### src/rtl/crc_strip_fifo.sv
// crc_strip_fifo: packet FIFO for the USB RX data path.
// Queues decoder bytes for the AES datapath and strips the trailing HOLD bytes
// (the CRC16 field) of every packet. A HOLD-deep holdback register hides the
// newest bytes from the reader until a following byte proves they are payload.
// Reports runt packets, dropped writes (sticky overflow) and occupancy.
// Optional feature macro: CRC_STRIP_FIFO_CRC_CHECK_EN enables a USB CRC16
// residue check whose result (crc_ok) is valid while pkt_done is high.

module crc_strip_fifo #(
    parameter int DATA_W = 8,
    parameter int DEPTH  = 64,
    parameter int ADDR_W = $clog2(DEPTH),
    parameter int HOLD   = 2
) (
    input  logic              clk,
    input  logic              n_rst,
    input  logic              clear,
    input  logic              w_enable,
    input  logic [DATA_W-1:0] w_data,
    input  logic              w_eop,
    input  logic              r_enable,
    output logic [DATA_W-1:0] r_data,
    output logic              empty,
    output logic              full,
    output logic [ADDR_W:0]   count,
    output logic              pkt_done,
    output logic              pkt_err,
    output logic              overflow,
    output logic              crc_ok
);

    localparam int CNT_W  = ADDR_W + 1;
    localparam int HCNT_W = $clog2(HOLD + 1);

    logic [DATA_W-1:0] mem  [DEPTH];
    logic [DATA_W-1:0] hold [HOLD];
    logic [HCNT_W-1:0] hcnt;
    logic [ADDR_W-1:0] wptr;
    logic [ADDR_W-1:0] rptr;
    logic [CNT_W-1:0]  count_nxt;

    logic wr_acc;
    logic hold_full;
    logic push;
    logic pop;
    logic pkt_end;
    logic long_pkt;

    // Handshake decode: full/empty are the registered flags from the start of the cycle.
    assign wr_acc    = w_enable & ~full;
    assign hold_full = (hcnt == HCNT_W'(HOLD));
    assign push      = wr_acc & hold_full;
    assign pop       = r_enable & ~empty;
    assign pkt_end   = wr_acc & w_eop;
    // The packet reaches HOLD bytes if the holdback is (or becomes) full with this byte.
    assign long_pkt  = hold_full | (hcnt == HCNT_W'(HOLD - 1));

    // First-word fall-through head; forced to zero when nothing is readable.
    assign r_data = empty ? '0 : mem[rptr];

    // Next occupancy from the storage push/pop pair.
    always_comb begin
        // NOTE: every always_comb output gets a default first so no latch is inferred.
        count_nxt = count;
        case ({push, pop})
            2'b10:   count_nxt = count + CNT_W'(1);
            2'b01:   count_nxt = count - CNT_W'(1);
            default: count_nxt = count;
        endcase
    end

    // Payload storage and holdback shift register; contents are qualified by pointers and hcnt.
    always_ff @(posedge clk) begin
        // NOTE: data arrays carry no reset; validity is tracked by pointers/counters, which are reset.
        if (push) begin
            mem[wptr] <= hold[0];
        end
        if (wr_acc) begin
            for (int i = 0; i < HOLD - 1; i++) begin
                hold[i] <= hold[i + 1];
            end
            hold[HOLD-1] <= w_data;
        end
    end

    // Control state: pointers, flags, holdback occupancy and end-of-packet pulses.
    always_ff @(posedge clk) begin
        // NOTE: sequential state uses non-blocking assignments so all registers update together.
        if (!n_rst || clear) begin
            wptr     <= '0;
            rptr     <= '0;
            count    <= '0;
            empty    <= 1'b1;
            full     <= 1'b0;
            hcnt     <= '0;
            overflow <= 1'b0;
            pkt_done <= 1'b0;
            pkt_err  <= 1'b0;
        end else begin
            if (push) begin
                wptr <= wptr + ADDR_W'(1);
            end
            if (pop) begin
                rptr <= rptr + ADDR_W'(1);
            end
            count <= count_nxt;
            empty <= (count_nxt == '0);
            full  <= (count_nxt == CNT_W'(DEPTH));

            if (wr_acc) begin
                if (w_eop) begin
                    hcnt <= '0;
                end else if (!hold_full) begin
                    hcnt <= hcnt + HCNT_W'(1);
                end
            end

            if (w_enable && full) begin
                overflow <= 1'b1;
            end
            pkt_done <= pkt_end & long_pkt;
            pkt_err  <= pkt_end & ~long_pkt;
        end
    end

`ifdef CRC_STRIP_FIFO_CRC_CHECK_EN
    logic [15:0] crc;
    logic [15:0] crc_nxt;

    // Reflected CRC16 (poly 0xA001), one data bit per step, LSB first.
    function automatic logic [15:0] crc_update(input logic [15:0] c, input logic [DATA_W-1:0] d);
        logic [15:0] r;
        logic        fb;
        r = c;
        for (int i = 0; i < DATA_W; i++) begin
            fb = r[0] ^ d[i];
            r  = {1'b0, r[15:1]} ^ (fb ? 16'hA001 : 16'h0000);
        end
        return r;
    endfunction

    assign crc_nxt = crc_update(crc, w_data);

    // Running CRC over each packet; a good USB packet leaves residue 0xB001.
    always_ff @(posedge clk) begin
        if (!n_rst || clear) begin
            crc    <= 16'hFFFF;
            crc_ok <= 1'b0;
        end else begin
            crc_ok <= pkt_end & long_pkt & (crc_nxt == 16'hB001);
            if (pkt_end) begin
                crc <= 16'hFFFF;
            end else if (wr_acc) begin
                crc <= crc_nxt;
            end
        end
    end
`else
    assign crc_ok = 1'b0;
`endif

endmodule
### config.mk
export PLATFORM = sky130hd
export DESIGN_NAME = crc_strip_fifo
export DESIGN_NICKNAME = d
export VERILOG_FILES = /design/src/rtl/crc_strip_fifo.sv
export SDC_FILE = /design/constraint.sdc
export NUM_CORES = 1
export LEC_CHECK = 0
export BUFFER_PORTS_ARGS = -buffer_cell sky130_fd_sc_hd__buf_2
export CELL_PAD_IN_SITES_DETAIL_PLACEMENT = 1
export CELL_PAD_IN_SITES_GLOBAL_PLACEMENT = 2
export CORE_ASPECT_RATIO = 0.5
export CORE_MARGIN = 5
export CORE_UTILIZATION = 45
export CTS_CLUSTER_DIAMETER = 30
export DETAILED_ROUTE_END_ITERATION = 6
export PLACE_DENSITY_LB_ADDON = 0.1
export SYNTH_ARGS = -nofsm -noshare
export SYNTH_HDL_FRONTEND = slang
export SYNTH_SLANG_ARGS = --single-unit
### constraint.sdc
create_clock -name clk -period 2.7 [get_ports clk]
set_input_delay 0.54 -clock clk [delete_from_list [all_inputs] [get_ports clk]]
set_output_delay 0.54 -clock clk [all_outputs]
set_load 0.1 [all_outputs]
* Yosys cells after proc, flatten, opt, wreduce, memory -nomap -nowiden
Memory sizes are Yosys's and may differ from the RTL's. A register that Yosys moved wholly into a read port is not among the register bits.
Cells that the tools add are included.
** Storage, ports and cells
- Bits in read-only memories :: 0
- Input port bits :: 14
- Output and inout port bits :: 21
- Word-level logic and storage cells :: 47
- Memories :: 2
- Register bits :: 26
- Memory bits (writable) :: 528
- Bits in latches :: 0
** Memories
- mem :: words 64, width 8, read ports 1, clocked after Yosys merged registers in 1, wr ports 1, line 35 : logic [DATA_W-1:0] mem [DEPTH];
- hold :: words 2, width 8, read ports 2, clocked after Yosys merged registers in 0, wr ports 2, line 36 : logic [DATA_W-1:0] hold [HOLD];
** Operators by class
- Divide/modulo/power cells :: 0
- Magnitude comparators :: 0
- Shift operators :: 0
- Bitwise gates (word level) :: 10
- Add/subtract/negate cells :: 5
- Multiply operators :: 0
- Mux-type cells :: 10
- Eq/ne operators :: 6
- Reductions and logical operators :: 5
** Operator list (count)
- 7-bit one-hot mux with 2 select lines :: 1
- 6-bit by 1-bit adder with 6-bit output, second input constant :: 2
- 6-bit two-way mux :: 2
- 8-bit two-way mux :: 1
- 7-bit by 1-bit adder with 7-bit output, second input constant :: 1
- 7-bit == test, second input constant :: 1
- 7-bit zero test :: 1
- 7-bit by 1-bit subtractor with 7-bit output, second input constant :: 1
- 1-bit bitwise AND :: 6
- 2-bit by 1-bit == test with 1-bit output, second input constant :: 2
- 2-bit == test, second input constant :: 2
- 1-bit two-way mux :: 4
- 2-bit two-way mux :: 2
- 1-bit NOT :: 3
- 2-bit by 1-bit adder with 2-bit output, second input constant :: 1
- 2-bit != test, second input constant :: 1
- 2-bit AND reduction :: 1
- 1-bit logical AND :: 1
- 1-bit zero test :: 1
- 1-bit logical OR :: 1
- 1-bit bitwise OR :: 1

* Depth between registers and ports, before layout
Gate-level depths: netlist (run 1).
- Word-level depth :: 6
- Gate-level depth with buffers :: 14
- Gate-level depth less buffers :: 13

* Worst setup path after synthesis (run 1)
Ideal clock, no wire load.
- Kind :: reg2out
- Start point :: register with a tool-made name
- End point :: output port r_data[0]
- Setup slack :: -851 ps
- Stages on the path, launching flop included :: 7
- Path buffers :: 2
- Data arrival time :: 3011 ps
- Data required time :: 2160 ps
- Path through :: dfxtp_1 > clkbuf_1 > buf_1 > mux4_2 > mux4_2 > mux4_2 > nor2b_1
** RTL lines
- to (decl) :: line 22 : output logic [DATA_W-1:0] r_data,

==> metrics.csv, run 1 <==
stage,metric,value,unit
clock_network,CTS tree,done,
timing,Final Slew Violations,0,
pwr,PwrDens,739,mW/mm²
outcome,status,"finished, violations left",
floorplanning,Chip Width,321,µm
floorplanning,Initial Utilization,0.453,
logic_synthesis,syn nets,1048,
logic_synthesis,Post-Syn Instances,1029,
critical_path,crit path DAT,3.31,ns
timing,slew at the pin closest to its max-slew limit,1.03,ns
pwr,internal power,15.9,mW
pwr,Static Leak,8.68,nW
detailed_routing,Vias,11200,
clock_network,clock latency at the later pin of the worst-skew pair,0.59,ns
clock_network,depth of the CTS H-tree,3,
layout,final std cells w/o fill,1955,
timing,final setup fails,8,
floorplanning,die area,0.0533,mm²
logic_synthesis,Post-synth EDFFs,528,
timing,FMAX,0.260,GHz
critical_path,startpoint types,flip-flop,
global_route,vias in the first global route,12000,
timing,RSZ-0062 raised after global routing,yes,
logic_synthesis,synthesized area,0.0218,mm²
pwr,clock power share,0.515,
timing,endpoints failing hold,0,
logic_synthesis,Post-synth ARST share,0,
detailed_routing,final WL,55.0,mm
timing,clk_skew,0.0148,ns
pwr,VDD IR max,0.000799,V
logic_synthesis,Post-synth top flop,edfxtp_1,
detailed_routing,Avg Vias per Cell,5.71,
placement,HPWL Detailed,34.2,mm
clock_network,clock buffer depth,3,
flow_run,number of max-cap violations,0,
pwr,Sw Ratio,0.206,
global_route,largest net degree at the start of global routing,65,
timing,Setup WS post-layout,-1.15,ns
layout,Syn-to-layout area delta,24.2,%
floorplanning,I/O pin total,35,
placement,GP Congestion,0.770,
detailed_routing,mean routed wirelength per cell,28.1,µm
clock_network,clk slew on worst S/H paths,0.05,ns
floorplanning,FP Rows,57,
logic_synthesis,Seq cells post-synth,560,
global_route,first-pass GRT wire length,81.6,mm
clock_network,CTS buffer count,81,
layout,Fillers,4226,
pwr,NetSw,4.12,mW
floorplanning,Die Ht,166,µm
clock_network,hold_buf cts,0,
detailed_routing,DRC,0,
layout,final core occ,0.562,
timing,slew margin rel.,0.315,
logic_synthesis,post-synth cell types,45,
outcome,failing checks,setup timing,
placement,# port buffers,33,
logic_synthesis,Syn Area/Cell,21.2,µm²
critical_path,Crit Path Max Fanout,8,
clock_network,Root Buffer,clkbuf_16,
critical_path,CP Capture Type,primary output,
pwr,combinational power share,0.009,
global_route,initial antenna violation count,2,
logic_synthesis,"Seq/Total Area, Yosys",0.756,
global_route,GR Overflow Total,0,
global_route,Global Route Usage Sum,0.209,
timing,minimum clock period,3.85,ns
detailed_routing,Pre-antenna DRT Iters,5,
critical_path,CP required,2.16,ns
pwr,total chip power,20.0,mW
layout,final net count,1262,
detailed_routing,DRT antenna net count,0,
min_path,Min-Delay Path Class,input port to flip-flop,
placement,Post-Place Cells,1792,
layout,Antenna Cells,0,
layout,area of the multi-input gates,0.00523,mm²
detailed_routing,initial drt markers,1162,
layout,FF/Latch Area,0.0165,mm²
logic_synthesis,Synth warnings,0,
floorplanning,Core Box Area,0.0482,mm²
timing,crit share post-route,1.43,
clock_network,clock sinks,560,
layout,layout cell share with drive strength beyond 1,0.404,
critical_path,worst setup path class,flip-flop to primary output,
pwr,share of power burned in registers,0.475,
timing,worst hold slack,0.127,ns
## stage by stage
stage / setup WS [ns] / TNS (ns) / instance area [µm²]
final: -1.15 / -9.10 / 27100
after global routing: -1.24 / -9.74 / 27100
after CTS: -1.20 / -9.45 / 27000
after detailed placement: -0.769 / -16.98 / 23900
after global placement: -0.751 / -7.22 / 23900
after floorplan: -0.134 / -1.29 / 22100
## final timing paths
| kind | cells after the start | from | slack [ns] | end |
|---|---|---|---|---|
| worst max-delay path | 8 | flip-flop | -1.15 | r_data[7] |
| worst min-delay path | 1 | w_data[6] | 0.13 | hold[0][14]$_DFFE_PP_ |
| worst max register to register | 10 | hcnt[0]$_SDFFE_PP0P_ | 0.19 | mem[25][3]$_DFFE_PP_ |
| worst min register to register | 0 | hold[0][10]$_DFFE_PP_ | 0.42 | hold[0][2]$_DFFE_PP_ |
## state kept, by name, indices dropped and copies added (netlist names), named ones only
name,flops
empty,1
hcnt,2
wptr,6
pkt_err,1
hold,16
full,1
rptr,6
pkt_done,1
mem,512
overflow,1
count,7
## timing repair
action	in CTS	in global routing
gates resized for setup	50	16
pin swaps	1	5
buffers inserted	9	4
endpoints found under the hold margin	0	0
setup endpoints to repair	139	142
gates cloned	4	1
## layout make-up
| class | instances | area share |
|---|---|---|
| clock buffers | 94 | 0.0797 |
| clock inverters | 52 | 0.0191 |
| inverters | 8 | 0.00111 |
| multi-input cells | 403 | 0.193 |
| flip-flops and latches | 560 | 0.609 |
| well taps | 649 | 0.0300 |
| repair buffers | 189 | 0.0678 |
## power groups by stage
stage | registers (mW) | clock network [mW] | logic [mW]
floorplan | 9.76 | 0 | 0.0254
global placement | 9.70 | 0 | 0.173
detailed placement | 9.70 | 0 | 0.189
CTS | 9.52 | 10.5 | 0.189
global route | 9.51 | 11.0 | 0.203
finish | 9.52 | 10.3 | 0.187
## critical path: stages (launching register included)
cell and delay, ns:
dfxtp_4 0.35, buf_12 0.14, buf_8 0.14, buf_16 0.14, mux4_2 0.50, mux4_2 0.56
mux4_2 0.53, nor2b_4 0.15, buf_12 0.17
## synth_stat cells, types with 3 or more instances
| cell | instances | share of area |
|---|---|---|
| nand4_1 | 6 | 0.0017 |
| nand3_1 | 7 | 0.0016 |
| inv_1 | 8 | 0.0014 |
| xor2_1 | 7 | 0.0028 |
| edfxtp_1 | 528 | 0.73 |
| buf_4 | 4 | 0.0014 |
| nor3_1 | 8 | 0.0018 |
| nand2_1 | 20 | 0.0034 |
| nor4_1 | 4 | 0.0011 |
| nand2b_1 | 4 | 0.0011 |
| xnor2_1 | 7 | 0.0028 |
| a21oi_1 | 18 | 0.0041 |
| ha_1 | 5 | 0.0029 |
| buf_1 | 10 | 0.0017 |
| buf_2 | 12 | 0.0028 |
| mux2i_1 | 3 | 0.0014 |
| clkbuf_1 | 32 | 0.0055 |
| or3_1 | 3 | 0.00086 |
| nor2b_1 | 14 | 0.0040 |
| o21ai_0 | 8 | 0.0018 |
| mux4_2 | 168 | 0.17 |
| dfxtp_1 | 32 | 0.029 |
| nor2_1 | 90 | 0.015 |
## cell families after synthesis
| group | after synthesis | share of synthesized area |
|---|---|---|
| DFF | 560 | 0.756 |
| muxes | 171 | 0.175 |
| and+or+nand+nor | 169 | 0.0361 |
| buffers and inverters | 66 | 0.0127 |
| AOI/OAI and AO/OA | 43 | 0.0120 |
| xor gates and xnor gates | 14 | 0.00562 |
| adders and majority gates | 5 | 0.00287 |
| other | 1 | 0.000172 |
## cells in the final DEF (no fill, tap or decap), types with 10 or more instances in the layout
cell type     n
mux4_2      168
buf_4       124
nor2_1       88
clkinvlp_4   10
dfxtp_1      26
edfxtp_1    528
a21oi_1      16
buf_12       26
buf_2        25
nand2_1      17
clkbuf_16    85
## metal layers
layer / vias to the layer above / GRT usage / part of all wire / wire length, µm
li1: 4718 / - / - / -
met2: 379 / 0.310 / 0.46 / 25300
met4: 0 / 0.0507 / 0.019 / 1060
met5: - / 0 / 0 / 0
met3: 73 / 0.0506 / 0.068 / 3770
met1: 5994 / 0.318 / 0.45 / 24800
No activity file was read; power rests on OpenSTA's default activity.
==> run 2, diff against run 1 <==
- PLACE_DENSITY_LB_ADDON: 0.1 -> 0.05
- TNS_END_PERCENT: unset -> 5
==> run 2 against run 1 <==
The flow still finishes with violations (setup timing). Sequential power about the same. Die area unchanged. Largest power group unchanged. Clock-buffer cell count down 2. Total power up 2.0%. Largest cell class unchanged. Sequential share of layout area about the same.
==> metrics.csv, run 2 (synthesis results as in run 1) <==
stage,metric,value,unit
outcome,status,"finished, violations left",
outcome,failing checks,setup timing,
critical_path,FF-to-FF setup slack,0.05,ns
floorplanning,Die Ht,166,µm
critical_path,crit path DAT,3.33,ns
pwr,internal power,16.4,mW
global_route,vias in the first global route,11800,
placement,HPWL Detailed,34.8,mm
pwr,PwrDens,754,mW/mm²
layout,most frequent cells in the layout,"528 x edfxtp_1, 168 x mux4_2, 129 x buf_4, 89 x nor2_1, 83 x clkbuf_16",
clock_network,depth of the CTS H-tree,3,
placement,pre-CTS WS,-0.689,ns
pwr,VDD IR max,0.000432,V
global_route,first-pass GRT wire length,81.0,mm
clock_network,clock buffer depth,3,
min_path,Min-Delay Path Class,input port to flip-flop,
floorplanning,Chip Width,321,µm
flow_run,number of max-cap violations,0,
critical_path,CP required,2.16,ns
pwr,share of power burned in registers,0.466,
pwr,combinational power share,0.009,
critical_path,worst setup path class,flip-flop to primary output,
timing,Final Slew Violations,0,
layout,layout cell share with drive strength beyond 1,0.394,
clock_network,clk slew on worst S/H paths,0.06,ns
timing,final setup fails,8,
critical_path,crit-path most repeated cell,mux4_2,
layout,Syn-to-layout area delta,24.2,%
global_route,GR Overflow Total,0,
detailed_routing,Avg Vias per Cell,5.70,
global_route,initial antenna violation count,4,
timing,TNS Setup,-9.16,ns
timing,endpoints failing hold,0,
layout,Largest register FFs,512,
layout,"most common cell after layout, fill and taps aside",edfxtp_1,
floorplanning,Initial Utilization,0.453,
clock_network,Root Buffer,clkbuf_16,
placement,GP Congestion,0.771,
detailed_routing,Vias,11100,
timing,FMAX,0.259,GHz
layout,Fillers,4199,
critical_path,startpoint types,flip-flop,
layout,final net count,1261,
timing,crit share post-route,1.43,
detailed_routing,final WL,54.3,mm
floorplanning,FP Rows,57,
detailed_routing,mean routed wirelength per cell,27.8,µm
min_path,Worst Hold End,hold[0][9]$_DFFE_PP_,
pwr,Sw Ratio,0.199,
pwr,clock power share,0.525,
pwr,Static Leak,8.70,nW
min_path,worst hold start,w_data[1],
critical_path,slowest CP cell,mux4_2,
timing,slew margin rel.,0.400,
clock_network,hold_buf cts,0,
layout,Top reg by flops,mem,
detailed_routing,initial drt markers,1116,
pwr,NetSw,4.07,mW
critical_path,R2R Path End,empty$_SDFF_PP1_,
clock_network,clock latency at the later pin of the worst-skew pair,0.60,ns
critical_path,Register-to-Register Path Depth,12,
critical_path,CP cell instances,buf_8 > buf_12 > buf_16 > mux4_2 > mux4_2 > mux4_2 > nor2b_4 > buf_12,
global_route,Global Route Usage Sum,0.208,
timing,Setup WS post-layout,-1.17,ns
floorplanning,die area,0.0533,mm²
clock_network,clock sinks,560,
floorplanning,Core Box Area,0.0482,mm²
layout,biggest regs,"mem: 512 flops, hold: 16 flops, count: 7 flops",
clock_network,CTS buffer count,79,
placement,# port buffers,33,
critical_path,CP Capture Type,primary output,
timing,minimum clock period,3.87,ns
detailed_routing,Pre-antenna DRT Iters,5,
timing,RSZ-0062 raised after global routing,yes,
floorplanning,I/O pin total,35,
global_route,largest net degree at the start of global routing,65,
critical_path,Crit Path Max Fanout,8,
timing,slew at the pin closest to its max-slew limit,0.900,ns
critical_path,reg2reg start,hcnt[0]$_SDFFE_PP0P_,
critical_path,largest stage delay on the critical path,0.59,ns
clock_network,CTS tree,done,
min_path,hold path depth,1,
detailed_routing,DRT antenna net count,0,
detailed_routing,DRC,0,
timing,clk_skew,0.0305,ns
-- run 2: cell count changes in the layout (fill, tap and decap cells not counted), moves of 3 or more --
cell / change
buf_6: -6
bufinv_16: +6
buf_4: +5
clkinv_4: -5
inv_6: +4
buf_12: +3
clkinvlp_4: -3
nand2_1: +3
-- run 2: metrics by stage --
| step | area (µm²) | hold WS [ns] | instances | util | total power, mW |
|---|---|---|---|---|---|
| 4_1_cts | 27100 | 0.0837 | 1955 | 0.563 | 20.7 |
| 3_5_place_dp | 23900 | 0.406 | 1795 | 0.496 | 9.89 |
| 3_3_place_gp | 23900 | 0.403 | 1795 | 0.496 | 9.87 |
| 6_report | 27100 | 0.118 | 1955 | 0.562 | 20.4 |
| 2_1_floorplan | 22100 | 0.400 | 1029 | - | 9.78 |
| 5_1_grt | 27100 | 0.0865 | 1954 | 0.562 | 21.2 |
-- run 2: worst max-delay path: cells and delay by family, from the launching register on --
kind / cells / cell delay (ns)
and+or+nand+nor: 1 / 0.15
muxes: 3 / 1.60
DFF: 1 / 0.39
buffers and inverters: 4 / 0.59
-- run 2: final cells by class --
cell class | count | area [µm²] | share of cell area
repair buffers | 190 | 1830 | 0.0675
diodes | 1 | 2.50 | 0.0000923
inverters | 8 | 30.0 | 0.00111
multi-input cells | 403 | 5170 | 0.191
flip-flops and latches | 560 | 16500 | 0.609
clock buffers | 92 | 2120 | 0.0782
clock inverters | 52 | 643 | 0.0237
well taps | 649 | 812 | 0.0299
-- run 2: worst max-delay path by stage --
| stage | end | start |
|---|---|---|
| final | r_data[6] | flip-flop |
| after global routing | r_data[7] | flip-flop |
| after CTS | r_data[3] | flip-flop |
| after detailed placement | r_data[7] | flip-flop |
| after global placement | r_data[7] | flip-flop |
| after floorplan | r_data[0] | flip-flop |
-- run 2: power groups by stage --
stage	registers (mW)	logic, mW	clock network, mW
3_3_place_gp	9.70	0.166	0
4_1_cts	9.53	0.184	10.9
2_1_floorplan	9.76	0.0254	0
5_1_grt	9.52	0.197	11.4
3_5_place_dp	9.70	0.184	0
6_report	9.53	0.180	10.7
-- run 2: layer usage --
| layer | part of all wire | track usage | routed length (µm) | vias up |
|---|---|---|---|---|
| li1 | - | - | - | 4720 |
| met1 | 0.47 | 0.325 | 25500 | 5988 |
| met5 | 0 | 0 | 0 | - |
| met4 | 0.019 | 0.0488 | 1050 | 0 |
| met3 | 0.070 | 0.0513 | 3790 | 73 |
| met2 | 0.44 | 0.297 | 24000 | 359 |
-- run 2: timing repair --
| action | CTS | global route |
|---|---|---|
| pin swaps | 0 | 1 |
| buffers inserted | 12 | 0 |
| endpoints found under the setup margin | 11 | 12 |
| gates cloned | 4 | 0 |
| resized for setup | 50 | 7 |
